File: src/rtl/shift_sequencer.sv
// Purpose : serial transfer controller driving a WIDTH-bit universal shift register.
// Latency : word accepted in cycle A, shifting from A+1, m_valid the cycle after the WIDTH-th bit_en.
// Backpressure: s_ready only in IDLE (or DONE with m_ready when back-to-back is enabled); DONE holds until m_ready.
//
// Ports:
//   clk, rst          - clock, synchronous active-high reset (all outputs forced low while rst=1)
//   s_valid/s_ready   - transmit word handshake; s_data word, s_lsb_first bit order sampled at accept
//   bit_en            - one-cycle bit strobe, one shift per strobe while shifting
//   sdo, sdo_active   - serial output and its activity flag
//   sdi               - serial input, captured into the register on strobe cycles
//   m_valid/m_ready   - received word handshake; m_data received word
//   sr_mode, sr_din, sr_si - datapath controls (00 hold, 01 shl, 10 shr, 11 load)
//   sr_q, sr_so_left, sr_so_right - datapath contents and its two serial outputs
//
// Build option: define SHIFT_SEQ_B2B_EN to allow loading the next word in the same
// cycle the received word is handed off (word period WIDTH+1 instead of WIDTH+2).

module shift_sequencer #(
    parameter int WIDTH = 8
) (
    input  logic             clk,
    input  logic             rst,
    input  logic             s_valid,
    output logic             s_ready,
    input  logic [WIDTH-1:0] s_data,
    input  logic             s_lsb_first,
    input  logic             bit_en,
    output logic             sdo,
    output logic             sdo_active,
    input  logic             sdi,
    output logic             m_valid,
    input  logic             m_ready,
    output logic [WIDTH-1:0] m_data,
    output logic [1:0]       sr_mode,
    output logic [WIDTH-1:0] sr_din,
    output logic             sr_si,
    input  logic [WIDTH-1:0] sr_q,
    input  logic             sr_so_left,
    input  logic             sr_so_right
);

    localparam int CNT_W = $clog2(WIDTH);
    localparam logic [CNT_W-1:0] CNT_LAST = CNT_W'(WIDTH - 1);

    localparam logic [1:0] MODE_HOLD = 2'b00;
    localparam logic [1:0] MODE_SHL  = 2'b01;
    localparam logic [1:0] MODE_SHR  = 2'b10;
    localparam logic [1:0] MODE_LOAD = 2'b11;

    typedef enum logic [1:0] {
        IDLE  = 2'b00,
        SHIFT = 2'b01,
        DONE  = 2'b10
    } state_t;

    state_t           state, state_nxt;
    logic [CNT_W-1:0] cnt, cnt_nxt;
    logic             lsb, lsb_nxt;

    // State register. The datapath itself is not reset: while rst is high
    // sr_mode is forced to hold, so its contents are simply left alone.
    always_ff @(posedge clk) begin
        if (rst) begin
            state <= IDLE;
            cnt   <= '0;
            lsb   <= 1'b0;
        end else begin
            state <= state_nxt;
            cnt   <= cnt_nxt;
            lsb   <= lsb_nxt;
        end
    end

    // Next-state and output decode. s_ready and m_valid depend on state
    // (and m_ready for the hand-off case) only, never on s_valid.
    always_comb begin
        state_nxt  = state;
        cnt_nxt    = cnt;
        lsb_nxt    = lsb;
        s_ready    = 1'b0;
        sdo        = 1'b0;
        sdo_active = 1'b0;
        m_valid    = 1'b0;
        m_data     = '0;
        sr_mode    = MODE_HOLD;
        sr_din     = '0;
        sr_si      = 1'b0;

        case (state)
            IDLE: begin
                s_ready = 1'b1;
                sr_din  = s_data;
                if (s_valid) begin
                    // Register loads on the same edge the word is accepted.
                    sr_mode   = MODE_LOAD;
                    lsb_nxt   = s_lsb_first;
                    cnt_nxt   = '0;
                    state_nxt = SHIFT;
                end
            end

            SHIFT: begin
                sdo_active = 1'b1;
                // LSB-first shifts right, so the outgoing bit is q[0];
                // MSB-first shifts left and sends q[WIDTH-1].
                sdo   = lsb ? sr_so_right : sr_so_left;
                sr_si = sdi;
                if (bit_en) begin
                    sr_mode = lsb ? MODE_SHR : MODE_SHL;
                    if (cnt == CNT_LAST) begin
                        cnt_nxt   = '0;
                        state_nxt = DONE;
                    end else begin
                        cnt_nxt = cnt + 1'b1;
                    end
                end
            end

            DONE: begin
                m_valid = 1'b1;
                m_data  = sr_q;
`ifdef SHIFT_SEQ_B2B_EN
                s_ready = m_ready;
                if (m_ready) begin
                    if (s_valid) begin
                        // Hand off the received word and load the next one
                        // on the same edge; the register is free after it.
                        sr_mode   = MODE_LOAD;
                        sr_din    = s_data;
                        lsb_nxt   = s_lsb_first;
                        cnt_nxt   = '0;
                        state_nxt = SHIFT;
                    end else begin
                        state_nxt = IDLE;
                    end
                end
`else
                if (m_ready) begin
                    state_nxt = IDLE;
                end
`endif
            end

            default: begin
                state_nxt = IDLE;
                cnt_nxt   = '0;
                lsb_nxt   = 1'b0;
            end
        endcase

        // Reset silences every output, including the handshakes and the
        // datapath mode, regardless of the decoded state.
        if (rst) begin
            s_ready    = 1'b0;
            sdo        = 1'b0;
            sdo_active = 1'b0;
            m_valid    = 1'b0;
            m_data     = '0;
            sr_mode    = MODE_HOLD;
            sr_din     = '0;
            sr_si      = 1'b0;
        end
    end

endmodule
File: config.mk
export PLATFORM = sky130hd
export DESIGN_NAME = shift_sequencer
export DESIGN_NICKNAME = d
export VERILOG_FILES = /design/src/rtl/shift_sequencer.sv
export SDC_FILE = /design/constraint.sdc
export NUM_CORES = 1
export LEC_CHECK = 0
export ABC_AREA = 1
export BUFFER_PORTS_ARGS = -buffer_cell sky130_fd_sc_hd__buf_2
export CORE_ASPECT_RATIO = 1.2
export CORE_UTILIZATION = 39
export DETAILED_ROUTE_END_ITERATION = 16
export PLACE_DENSITY = 0.77
export REMOVE_ABC_BUFFERS = 1
export SLEW_MARGIN = 20
export SYNTH_ARGS = -nofsm -noshare
export SYNTH_HDL_FRONTEND = slang
export SYNTH_SLANG_ARGS = --single-unit
File: constraint.sdc
create_clock -name clk -period 1.6 [get_ports clk]
set_input_delay 0.32 -clock clk [delete_from_list [all_inputs] [get_ports clk]]
set_output_delay 0.32 -clock clk [all_outputs]
set_load 0.02 [all_outputs]
==> results.md <==
- Violated checks: setup timing
- Via-per-instance ratio: 4.72
- Final Non-Filler Cells: 184
- Row Count: 15
- Hold Vio Cnt, Final: 0
- Maximum clock rate: 0.604 GHz
- Largest net degree at the start of global routing: 17
- Detailed-placement wirelength estimate: 1340 um
- Maximum buffer depth of the clock tree: 2
- Most frequently used flop master after synthesis: dfxtp_1
- Max-Cap Viols: 0
- Post-synthesis sequential element count: 6
- DRT Wirelength: 1960 um
- Dominant cell by count in the synthesized netlist: nand2_1
- Die outline area: 1860 sq um
- # H-tree levels: 1
- Type of the worst setup path: flip-flop to primary output
- Routability congestion estimate from global placement: 0.767
- Required time reported for the critical path endpoint: 1.28 ns
- Fraction of final layout cells with drive strength greater than 1: 0.551
- Syn Area/Cell: 5.95 sq um
- Max-slew violation count: 0
- Placement-stage cell area: 915 sq um
- Count of input and output buffers: 47
- Total of endpoints with negative setup slack in the final report: 4
- Maximum VDD drop: 1260 uV
- Global router's overall resource usage: 0.216
- Clock Skews: 0.000616 ns
- Residual DRC: 0
- Final antenna diode count: 0
- Remaining antenna violation count after routing: 0
- Biggest area contributors in the synthesized netlist: nand2_1 19%, dfxtp_1 18%, nor2_1 16%
- Final non-filler cell area: 1160 sq um
- Setup WS post-layout: -0.0543 ns
- Routed wire per std cell: 10.6 um
- Post-synthesis cell area: 661 sq um
- Total power density per cell area: 1620 nW/um^2
- Buffer type at the clock tree root: clkbuf_4
- Clock slew at the register clock pins of the worst setup and hold paths: 0.05 ns
- Count of filler cells inserted in the layout: 126
- Placeable core region: 1500 sq um
- Yosys top cell area share: 0.188
- Wire length of the first global-routing pass: 2690 um
- Critical Path End Type: primary output
- Growth of design area from synthesis to finish: 75.0%
- Crit path arrival time: 1.33 ns
- Transition time of the tightest slew-check pin: 0.195 ns
- CTS tree: done
- Overall die width: 39.6 um
- Placed Cells incl. Taps: 175
- Type of the worst min-delay path: input pin to flip-flop
- Total clock buffers created by CTS: 3
- Antenna violations before repair: 0
- Outcome: finished, violations left
- Portion of the clock cycle consumed by the worst path in the final layout: 1.03
- Initial core utilization: 0.440
- Synth cell count leaders: 33 x nand2_1, 28 x nor2_1, 13 x inv_1, 7 x ha_1, 6 x dfxtp_1
- Setup repair after global routing missed its margin: true
- End-of-flow core utilization: 0.770
- Setup slack at placement: 0.0365 ns
- Count of flip-flops with a built-in enable after synthesis: 0
- Cells after Synth: 111
- Number of distinct library cells after synthesis: 19
- Clock insertion delay at the later pin of the skew report: 0.26 ns
- Asr flop ratio synth: 0
- Vias in the first global route: 683
- Total via count in the routed design: 869
- Die Y: 47.1 um
- Number of warnings issued by yosys: 0
- Maximum fanout encountered on the critical timing path: 4
- Grt total ovfl: 0
- Shortest clock period the worst path allows after layout: 1.65 ns
- Slew headroom: 0.870
- First-pass DRT Iterations: 4
- Total power consumption of the routed design: 1870 uW
- Post-synth top area cell: nand2_1
- Sequential element share of the synthesized area: 0.182
- Number of ports placed on the die boundary: 48
- Total number of clock tree sinks: 6
- Launching element type of the critical path: flip-flop
- Pleak: 0.000625 uW
- Layout net count: 201
- Number of design-rule violations left by the first detailed-router iteration: 16
==> sequential cells by signal, indices dropped and copies added, names as in the netlist <==
signal	flops
state	2
cnt	3
lsb	1
==> metrics by stage <==
stage / TNS [ns] / hold slack [ns]
2_1_floorplan: -0.166 / 0.382
3_3_place_gp: 0 / 0.492
3_5_place_dp: 0 / 0.497
4_1_cts: -0.101 / 0.323
5_1_grt: -0.833 / 0.348
6_report: -0.108 / 0.328
==> layer usage <==
metal	routed length, um	global-route usage
met5	0	0
met4	42	0.124
met3	94	0.0427
met2	1070	0.397
met1	747	0.220
==> worst max-delay path: stages, from the launching register on <==
cell	delay (ns)
dfxtp_4	0.35
inv_6	0.08
ha_4	0.16
inv_4	0.04
nor2_4	0.10
nand2_2	0.08
o21ai_2	0.14
buf_6	0.13
==> power breakdown <==
part           internal, uW  leakage, uW  switching [uW]  total, uW
Sequential              221    0.0000506            66.0        287
Combinational           653     0.000561             778       1430
Clock                  85.6    0.0000138            66.4        152
Total                   959     0.000625             910       1870
==> path summary, 6_finish.rpt <==
check,slack (ns),from,cells after the start,endpoint
setup / recovery,-0.05,state[1],7,sr_mode[1]
setup reg to reg,0.27,state[0],9,state[0]
hold reg to reg,0.52,cnt[0],2,cnt[0]
hold / removal,0.33,s_lsb_first,3,lsb
==> placed cells by master, fill, tap and decap left out, types with 4 or more instances in the layout <==
cell,n
nand2_1,28
buf_2,26
buf_6,5
nand2_2,6
nor2_1,24
buf_4,26
inv_1,10
dfxtp_1,4
==> what timing repair did <==
action	4_1_cts	5_1_grt
hold buffers	0	0
setup endpoints to repair	22	17
setup buffers	3	3
pin swaps	4	12
resized for setup	25	33
==> area by class of cell <==
class	instances	area, sq um	area share
clock buffer	3	22.5	0.0195
inverter	16	72.6	0.0628
multi-input combinational	85	531	0.459
sequential	6	128	0.110
tap	17	21.3	0.0184
timing repair buffer	57	382	0.330
==> cells by family (layout without fill, tap and decap cells) <==
family                   Yosys count  count (layout)  share of synthesized area
AO/OA/AOI/OAI                      8               8                     0.0720
adder cells (fa/ha/maj)            7               7                      0.133
buffers and inverters             20              76                      0.144
flip-flops                         6               6                      0.182
AND/OR/NAND/NOR                   70              70                      0.470
Note: power is estimated with default switching activity, not from simulation.
